--- src/rtl/return_stack.sv ---
// Subroutine return-address stack: circular buffer with a wrapping top pointer,
// overwrite-oldest on overflow and sticky overflow/underflow flags.
module return_stack #(
   parameter int DEPTH = 8,
   parameter int WIDTH = 8
) (
   input  logic                     clock,
   input  logic                     reset,
   input  logic                     push,
   input  logic                     pop,
   input  logic [WIDTH-1:0]         pushAddr,
   input  logic                     clearErr,
   output logic [WIDTH-1:0]         topOut,
   output logic [$clog2(DEPTH):0]   count,
   output logic                     empty,
   output logic                     full,
   output logic                     overflow,
   output logic                     underflow
);

   localparam int PW = $clog2(DEPTH);
   localparam int CW = PW + 1;
   localparam logic [CW-1:0] FULL_COUNT = CW'(DEPTH);

   logic [WIDTH-1:0] mem [DEPTH];

   logic [PW-1:0] ptr_reg, ptr_next, wr_idx;
   logic [CW-1:0] count_reg, count_next;
   logic          ovf_reg, ovf_next;
   logic          unf_reg, unf_next;
   logic          wr_en, set_ovf, set_unf;
   logic          is_empty, is_full;

   assign is_empty = (count_reg == '0);
   assign is_full  = (count_reg == FULL_COUNT);

   always_comb begin
      ptr_next   = ptr_reg;
      count_next = count_reg;
      wr_idx     = ptr_reg;
      wr_en      = 1'b0;
      set_ovf    = 1'b0;
      set_unf    = 1'b0;
      unique case ({push, pop})
         2'b10: begin
            // When full, advancing the pointer lands on the oldest entry,
            // so the write naturally overwrites it.
            ptr_next = ptr_reg + 1'b1;
            wr_idx   = ptr_reg + 1'b1;
            wr_en    = 1'b1;
            if (is_full)
               set_ovf = 1'b1;
            else
               count_next = count_reg + 1'b1;
         end
         2'b01: begin
            if (is_empty) begin
               set_unf = 1'b1;
            end else begin
               ptr_next   = ptr_reg - 1'b1;
               count_next = count_reg - 1'b1;
            end
         end
         2'b11: begin
            if (is_empty) begin
               ptr_next   = ptr_reg + 1'b1;
               wr_idx     = ptr_reg + 1'b1;
               count_next = CW'(1);
               set_unf    = 1'b1;
            end
            // Tail call: replace the top in place.
            wr_en = 1'b1;
         end
         default: ;
      endcase

      // A fresh error event wins over a simultaneous clear.
      ovf_next = set_ovf ? 1'b1 : (clearErr ? 1'b0 : ovf_reg);
      unf_next = set_unf ? 1'b1 : (clearErr ? 1'b0 : unf_reg);
   end

   always_ff @(posedge clock or posedge reset) begin
      if (reset) begin
         ptr_reg   <= '0;
         count_reg <= '0;
         ovf_reg   <= 1'b0;
         unf_reg   <= 1'b0;
      end else begin
         ptr_reg   <= ptr_next;
         count_reg <= count_next;
         ovf_reg   <= ovf_next;
         unf_reg   <= unf_next;
      end
   end

   // Storage is not reset; an entry is only visible after it has been written.
   always_ff @(posedge clock) begin
      if (wr_en)
         mem[wr_idx] <= pushAddr;
   end

   assign topOut    = is_empty ? '0 : mem[ptr_reg];
   assign count     = count_reg;
   assign empty     = is_empty;
   assign full      = is_full;
   assign overflow  = ovf_reg;
   assign underflow = unf_reg;

endmodule

--- config.mk ---
export PLATFORM = sky130hd
export DESIGN_NAME = return_stack
export DESIGN_NICKNAME = d
export VERILOG_FILES = /design/src/rtl/return_stack.sv
export SDC_FILE = /design/constraint.sdc
export NUM_CORES = 1
export LEC_CHECK = 0
export CORE_AREA = 2 2 98 62
export DETAILED_ROUTE_END_ITERATION = 7
export DIE_AREA = 0 0 100 64
export PLACE_DENSITY = 0.84
export SLEW_MARGIN = 20
export SYNTH_ARGS = -nofsm -noshare
export SYNTH_HDL_FRONTEND = slang
export SYNTH_SLANG_ARGS = --single-unit
--- constraint.sdc ---
create_clock -name clock -period 4.4 [get_ports clock]
set_input_delay 0.66 -clock clock [delete_from_list [all_inputs] [get_ports clock]]
set_output_delay 0.66 -clock clock [all_outputs]
set_load 0.01 [all_outputs]
==> impl_metrics.toml <==
[synth]
syn_area_mm2 = 0.00320
synth.distinct_cells = 36
synth.avg_cell_area_um2 = 16.2
ys_seq_area_share_pct = 67.1
synth.top_cell.area_share_pct = 60.0
synth_warnings = 0
yosys-top-cells-area = "edfxtp_1, mux4_2, dfrtp_1"
postSynth.asyncResetShare_pct = 12.3
syn-num-nets = 216
synth-seq-cells = 73
synth_ff_type = "edfxtp_1"
synthCells = 198
synth_edf_count = 64
synth_area_leader_cell = "edfxtp_1"

[floorplan]
dieArea_mm2 = 0.00640
die_w_um = 100
dieHeight_um = 64
rows = 21
ioPinCount = 29
start_util_pct = 58.6
core_area_mm2 = 0.00547

[status]
run_status = "complete, no violations"

[cts]
cts_htree_levels = 3
cts_root_buf = "clkbuf_8"
path_clk_slew_ps = 70
ctsHoldBuffers = 0
cts_tree = "done"
clk_path_buf_depth = 2
cts_resized = 0
clk_latency_ps = 350
cts_setup_buffers = 0
cts_buffers = 9
clock_sinks = 73

[global_routing]
grt_max_degree = 26
antenna_found_initial = 0
grt_pass1_wl_um = 10200
grt_pass1_vias = 1815
overflow = 0
grtUsageTotal_pct = 22.4

[critical_path]
rr_endpoint = "mem[4][6]"
critPathLaunchType = "register"
path_delay_family = "buffers and inverters"
crit_buf_inv = 2
end_kind = "output pin"
reg2reg_depth = 6
crit_required_ps = 3740
r2r_start = "count[0]"
arrival_ps = 2350
cp_max_fo = 25
cp_slowest_stage_delay_ps = 560
path_cells = "buf_4 > mux4_2 > mux2i_1 > nor2_1 > clkdlybuf4s50_1"
reg2reg_slack_ps = 1700
crit_type = "register to output pin"
slowest_stage = "mux4_2"

[power_and_ir_drop]
pwr_density_cell_mw_per_mm2 = 673
p_leak_nw = 1.32
ir_worst_vdd_mv = 0.298

[place]
place_area_mm2 = 0.00358
dp_hpwl_um = 4120
port_buffers = 28
gp_congestion = 0.899

[drt]
drc_errors = 0
wl_per_cell_um = 21.0
drtPass1Iterations = 5
routed_via_density = 6.17
vias = 1895
drt-total-wl_um = 6440
first_iter_violations = 289
ant_nets = 0

[hold_path]
holdPathStages = 2
min_path_type = "register to register"
hp-start = "underflow"
holdPathEnd = "underflow"

[final_layout]
diodes = 0
layout_common_cells = "edfxtp_1, clkdlybuf4s50_1, mux4_2, nor2_1"
largest_reg_flops = 64
nFillCells = 379
finalNetCount = 252
area_growth_pct = 18.2
drive_gt1_share_pct = 17.6
mostFrequentLayoutCell = "edfxtp_1"
final_area_mm2 = 0.00378

[timing]
fmax_ghz = 0.332
tightest_slew_ps = 1090
fin_worst_skew_ps = 7.38
drv_slew = 0
finalSetupTns_ps = 0
setup_viol = 0
slew_headroom_pct = 27.0
final.min_clock_period_ps = 3010
hold_viol_final = 0
rsz0062_at_grt = "no"
fin_crit_sh_pct = 68.5

[flow_run]
cap_violations = 0
layer usage:
metal | track usage (%) | routed length, um
met2 | 31.2 | 2870
met1 | 34.7 | 2950
met5 | 0 | 0
met4 | 6.16 | 71
met3 | 6.67 | 554
cells in the mapped netlist, drive strengths merged, types with 6 or more instances:
library cell and n:
inv 8, clkbuf 6, a21oi 7, edfxtp 64, nor2 16, mux4 17, dfrtp 9, mux2i 8
nand2 7
cells by family after synthesis:
logic type	Yosys count	synth area share (%)
compound gates	26	5.12
xor+xnor	6	1.64
fa+ha+maj	5	2.19
buf+inv	20	2.46
flops	73	67.1
mux	25	14.5
simple gates	43	7.07
worst max-delay path by stage:
stage                     end  depth (start not counted)  slack (ps)        from
CTS                 topOut[5]                          5        1360  ptr_reg[0]
finish              topOut[3]                          5        1390  ptr_reg[0]
global placement    mem[2][4]                          5        1440         pop
global route        topOut[5]                          5        1230  ptr_reg[0]
floorplan           mem[4][0]                          6        1860  ptr_reg[0]
detailed placement  mem[2][4]                          5        1320         pop
cell type report:
cell class | count | area (um2) | share of cell area, %
inverter | 9 | 33.8 | 0.893
tap | 69 | 86.3 | 2.28
sequential | 73 | 2150 | 56.7
multi-input combinational | 105 | 976 | 25.8
clock inverter | 4 | 68.8 | 1.82
clock buffer | 11 | 131 | 3.47
timing repair buffer | 36 | 340 | 8.99
power breakdown:
part / internal, mW / switching, mW / total (mW)
logic: 0.499 / 0.485 / 0.984
clock network: 0.314 / 0.232 / 0.545
registers: 0.905 / 0.112 / 1.02
total: 1.72 / 0.828 / 2.55
stage by stage:
step / worst slack [ps] / instances / power [mW] / util [%] / hold slack [ps]
after floorplan: 1860 / 198 / 1.63 / - / 488
after detailed placement: 1320 / 292 / 2.01 / 65.6 / 527
after global routing: 1230 / 307 / 2.68 / 69.2 / 547
after CTS: 1360 / 307 / 2.55 / 69.2 / 539
after global placement: 1440 / 292 / 1.99 / 65.6 / 521
final: 1390 / 307 / 2.55 / 69.2 / 530
tightest hold or removal path, delay by kind of cell (launching register included):
kind	cells	cell delay, ps
buffers and inverters	1	50
AOI/OAI and AO/OA	1	60
DFF	1	380
(Power assumes the default switching activity.)
==> RTL edit 1: new RTL, same flow settings <==
Change the parameter `WIDTH` from 8 to 10.
--- a/src/rtl/return_stack.sv
+++ b/src/rtl/return_stack.sv
@@ -2,7 +2,7 @@
 // overwrite-oldest on overflow and sticky overflow/underflow flags.
 module return_stack #(
    parameter int DEPTH = 8,
-   parameter int WIDTH = 8
+   parameter int WIDTH = 10
 ) (
    input  logic                     clock,
    input  logic                     reset,
Interface: changed (resized pushAddr and topOut); port bits go from 29 to 33. No check against the original RTL was run, so the function may have changed too.
==> RTL edit 1 against the unedited design <==
  * Global-route usage rose by 4.4 points
  * Final area rose by 19%
  * Clock power fell by 12%
  * Worst setup slack got worse by 0.40 ns
  * Synthesized area rose by 21%
  * Routed wire length rose by 16%
  * Combinational power rose by 19%
  * Total power rose by 15%
  * Sequential cell count rose by 16
  * Largest cell class unchanged
==> RTL edit 1: results (changes against the unedited design) <==
logic_synthesis:
  synth_common_cells: "edfxtp_1, mux4_2, nor2_1"
  synth-async-reset-ratio: 0.101  # -0.0222
  ys_types: 45  # +25%
  synthFlopType: "edfxtp_1"
  synth-edff-count: 80  # +25%
  synth.mux.area_fraction: 0.148  # +0.00296
  syn_area_per_cell_um2: 17.3  # +7.2%
  synth-compound-area-share: 0.0564  # +0.00519
  syn_nets: 244  # +13%
  seq_area_frac_synth: 0.677  # +0.00597
  synthTopCellsByArea: "edfxtp_1, mux4_2, dfrtp_1, mux2i_1, nor2_1"
  synthXorXnorAreaFrac: 0.0135  # -0.00288
  synthAdderAreaFrac: 0.0180  # -0.00384
grt:
  grt_first_pass_wirelength_um: 12100  # +18%
  grt_pass1_vias: 2215  # +22%
  grt_max_degree: 21  # -19%
  grt_usage: 0.268  # +0.0442
cells_and_area:
  num-nonclk-buffers: 44  # +22%
  layout-drive-gt1-share: 0.210  # +0.0339
  seq_share: 0.584  # +0.0167
  largest_reg_flops: 80  # +25%
  buf_share: 0.0912  # +0.00129
  nets: 286  # +13%
  ff_latch_area_um2: 2630  # +22%
  num-fill-cells: 281  # -26%
  multiInputGateArea_um2: 1180  # +21%
  inv_count: 8  # -1
  num-multi-input-gates: 114  # +8.6%
  clkCellAreaFrac: 0.0362  # -0.0167
  layout.cells.non_filler: 340  # +11%
critical_path:
  cp_slowest_cell: "dfrtp_1"
  critical-path-top-delay-family: "flip-flops"
  critPathMaxStageDelay_ns: 0.87  # +0.31 ns
  path_max_fanout: 19  # -24%
  cp.arrival_ns: 2.76  # +0.41 ns
sta:
  skew_ns: 0.00867  # +0.00129 ns
  relSlewSlack: 0.334  # +0.0639
pwr:
  peakVddDrop_mv: 0.448  # +50%
  swShare: 0.342  # +0.0164
  p_int_mw: 1.93  # +12%
  power_clock_uw: 478  # -12%
  seq_power_share: 0.439  # +0.040
clocking:
  cts.sinks: 89  # +22%
  cts_setup_buffers: 0  # unchanged
place:
  gp_congestion: 0.920  # +2.4%
  dpl_worst_slack_ns: 1.32  # -0.00539 ns
  dp.cells: 324  # +11%
  port_buffers: 32  # +14%
  hpwlAfterDp_um: 5030  # +22%
  dpl_cell_area_um2: 4340  # +21%
routing:
  drt_iter0_drc: 154  # -47%
  drt-total-wl_um: 7480  # +16%
  drt-vias-per-instance: 6.35  # +2.8%
  drt-pass1-iter-count: 4  # -1
status:
  status: "completed"
==> RTL edit 1: cell count changes after synthesis, sizes merged, moves of 4 or more <==
cell    delta
edfxtp    +16
buf        +4
mux4       +4
nand4      -4
o22ai      -4
o32ai      +4
==> RTL edit 1: worst paths after layout <==
| path | start | endpoint | slack (ns) |
|---|---|---|---|
| setup / recovery | ptr_reg[0] | topOut[9] | 0.98 |
| hold / removal | underflow | underflow | 0.56 |
| setup reg to reg | ptr_reg[0] | mem[0][2] | 1.37 |
| hold reg to reg | underflow | underflow | 0.56 |
| max in group asynchronous | reset | overflow | 3.56 |
| min in group asynchronous | reset | count[0] | 0.57 |
==> RTL edit 1: metal layers <==
metal  vias up  GRT usage  routed length [µm]
met2       108      0.383                3600
met3         8     0.0897                 779
met1      1067      0.391                3030
met4         0      0.104                  80
met5         -          0                   0
li1        975          -                   -
==> RTL edit 1: tightest hold or removal path: stages, from the launching register on <==
cell and delay (ns):
dfrtp_1 0.39, inv_1 0.05, o21ai_0 0.07
==> RTL edit 2: new RTL, same settings <==
Without the edit above. Make the reset (`reset`) synchronous in one clocked block.
--- a/src/rtl/return_stack.sv
+++ b/src/rtl/return_stack.sv
@@ -79,7 +79,7 @@
       unf_next = set_unf ? 1'b1 : (clearErr ? 1'b0 : unf_reg);
    end
 
-   always_ff @(posedge clock or posedge reset) begin
+   always_ff @(posedge clock) begin
       if (reset) begin
          ptr_reg   <= '0;
          count_reg <= '0;
Check against the original RTL: differs if reset is asserted again (counterexample within 4 cycles, from zero or initial values and one cycle with reset high); with reset held inactive, the same outputs for 4 cycles.
==> RTL edit 2 against the unedited design <==
  * Synthesized area grew 2.7%
  * Largest power group unchanged
  * Count of clock-buffer cells in the layout grew 2
  * Routed wire length shrank 6.3%
  * Register-to-register slack lost 0.03 ns
  * Utilization shrank 0.30 points
  * Total power shrank 24%
  * Worst setup slack gained 0.033 ns
  * Highest routed layer unchanged
  * First-iteration DRC count shrank 33%
  * Final area shrank 0.43%
  * Maximum frequency grew 1.1%
  * Sequential power shrank 6%
  * Sequential cell count grew 3
==> RTL edit 2: results (changes against the unedited design) <==
status:
  status: "completed"
grt:
  use_met2: 0.303  # -0.00845
  met1_usage: 0.311  # -0.0365
  grt_use_met3: 0.0646  # -0.00219
  grt_first_pass_wirelength_um: 9510  # -7.1%
  grt_usage: 0.210  # -0.0138
logic_synthesis:
  synth_common_cells: "edfxtp_1, nor2_1, mux4_2"
  synth-compound-area-share: 0.0669  # +0.0158
  seq_area_frac_synth: 0.657  # -0.0133
  ys_types: 44  # +22%
  synthAdderAreaFrac: 0.0213  # -0.000583
  synthXorXnorAreaFrac: 0.0179  # +0.00146
routing:
  drt_iter0_drc: 193  # -33%
  drt-total-wl_um: 6030  # -6.3%
  drt-pass1-iter-count: 4  # -1
  wl_met2_um: 2650  # -7.7%
critical_path:
  critPathMaxStageDelay_ns: 0.82  # +0.26 ns
  r2r-end: "mem[6][4]"
  path_max_fanout: 16  # -36%
  timing.rr.start: "count[0]"
  ff2ff_path_depth: 4  # -2
  cp.arrival_ns: 2.32  # -0.03 ns
  endpoint: "topOut[1]"
cells_and_area:
  inv_count: 8  # -1
  num-nonclk-buffers: 30  # -17%
  num-fill-cells: 371  # -2.1%
  clkCellAreaFrac: 0.0432  # -0.00973
  num-multi-input-gates: 107  # +1.9%
pwr:
  peakVddDrop_mv: 0.266  # -11%
  power.leakage_nw: 1.23  # -6.4%
place:
  hpwlAfterDp_um: 3970  # -3.6%
sta:
  skew_ns: 0.00784  # +0.000459 ns
  relSlewSlack: 0.364  # +0.0939
min_path:
  min_to: "overflow"
## RTL edit 2: cell types whose count changed in the layout (fill, tap and decap cells not counted), moves of 5 or more
| cell | delta |
|---|---|
| buf_4 | -6 |
| nand4_1 | -5 |
| dfrtp_1 | -9 |
| nor3_1 | +7 |
| dfxtp_1 | +12 |
| nand3_1 | +6 |
## RTL edit 2: power by group
part	total, mW	internal [mW]	switching, mW	leakage, nW
clock	0.451	0.217	0.234	0.0848
sequential	0.963	0.880	0.0831	0.680
combinational	0.512	0.260	0.252	0.468
## RTL edit 2: per-stage QoR
step | instances | area [µm²] | hold WS [ns] | util | setup WS (ns)
2_1_floorplan | 202 | 3290 | 0.513 | - | 2.24
3_3_place_gp | 290 | 3600 | 0.462 | 0.660 | 1.30
3_5_place_dp | 290 | 3600 | 0.492 | 0.660 | 1.25
4_1_cts | 306 | 3770 | 0.509 | 0.689 | 1.34
5_1_grt | 306 | 3770 | 0.560 | 0.689 | 1.30
6_report | 306 | 3770 | 0.511 | 0.689 | 1.42
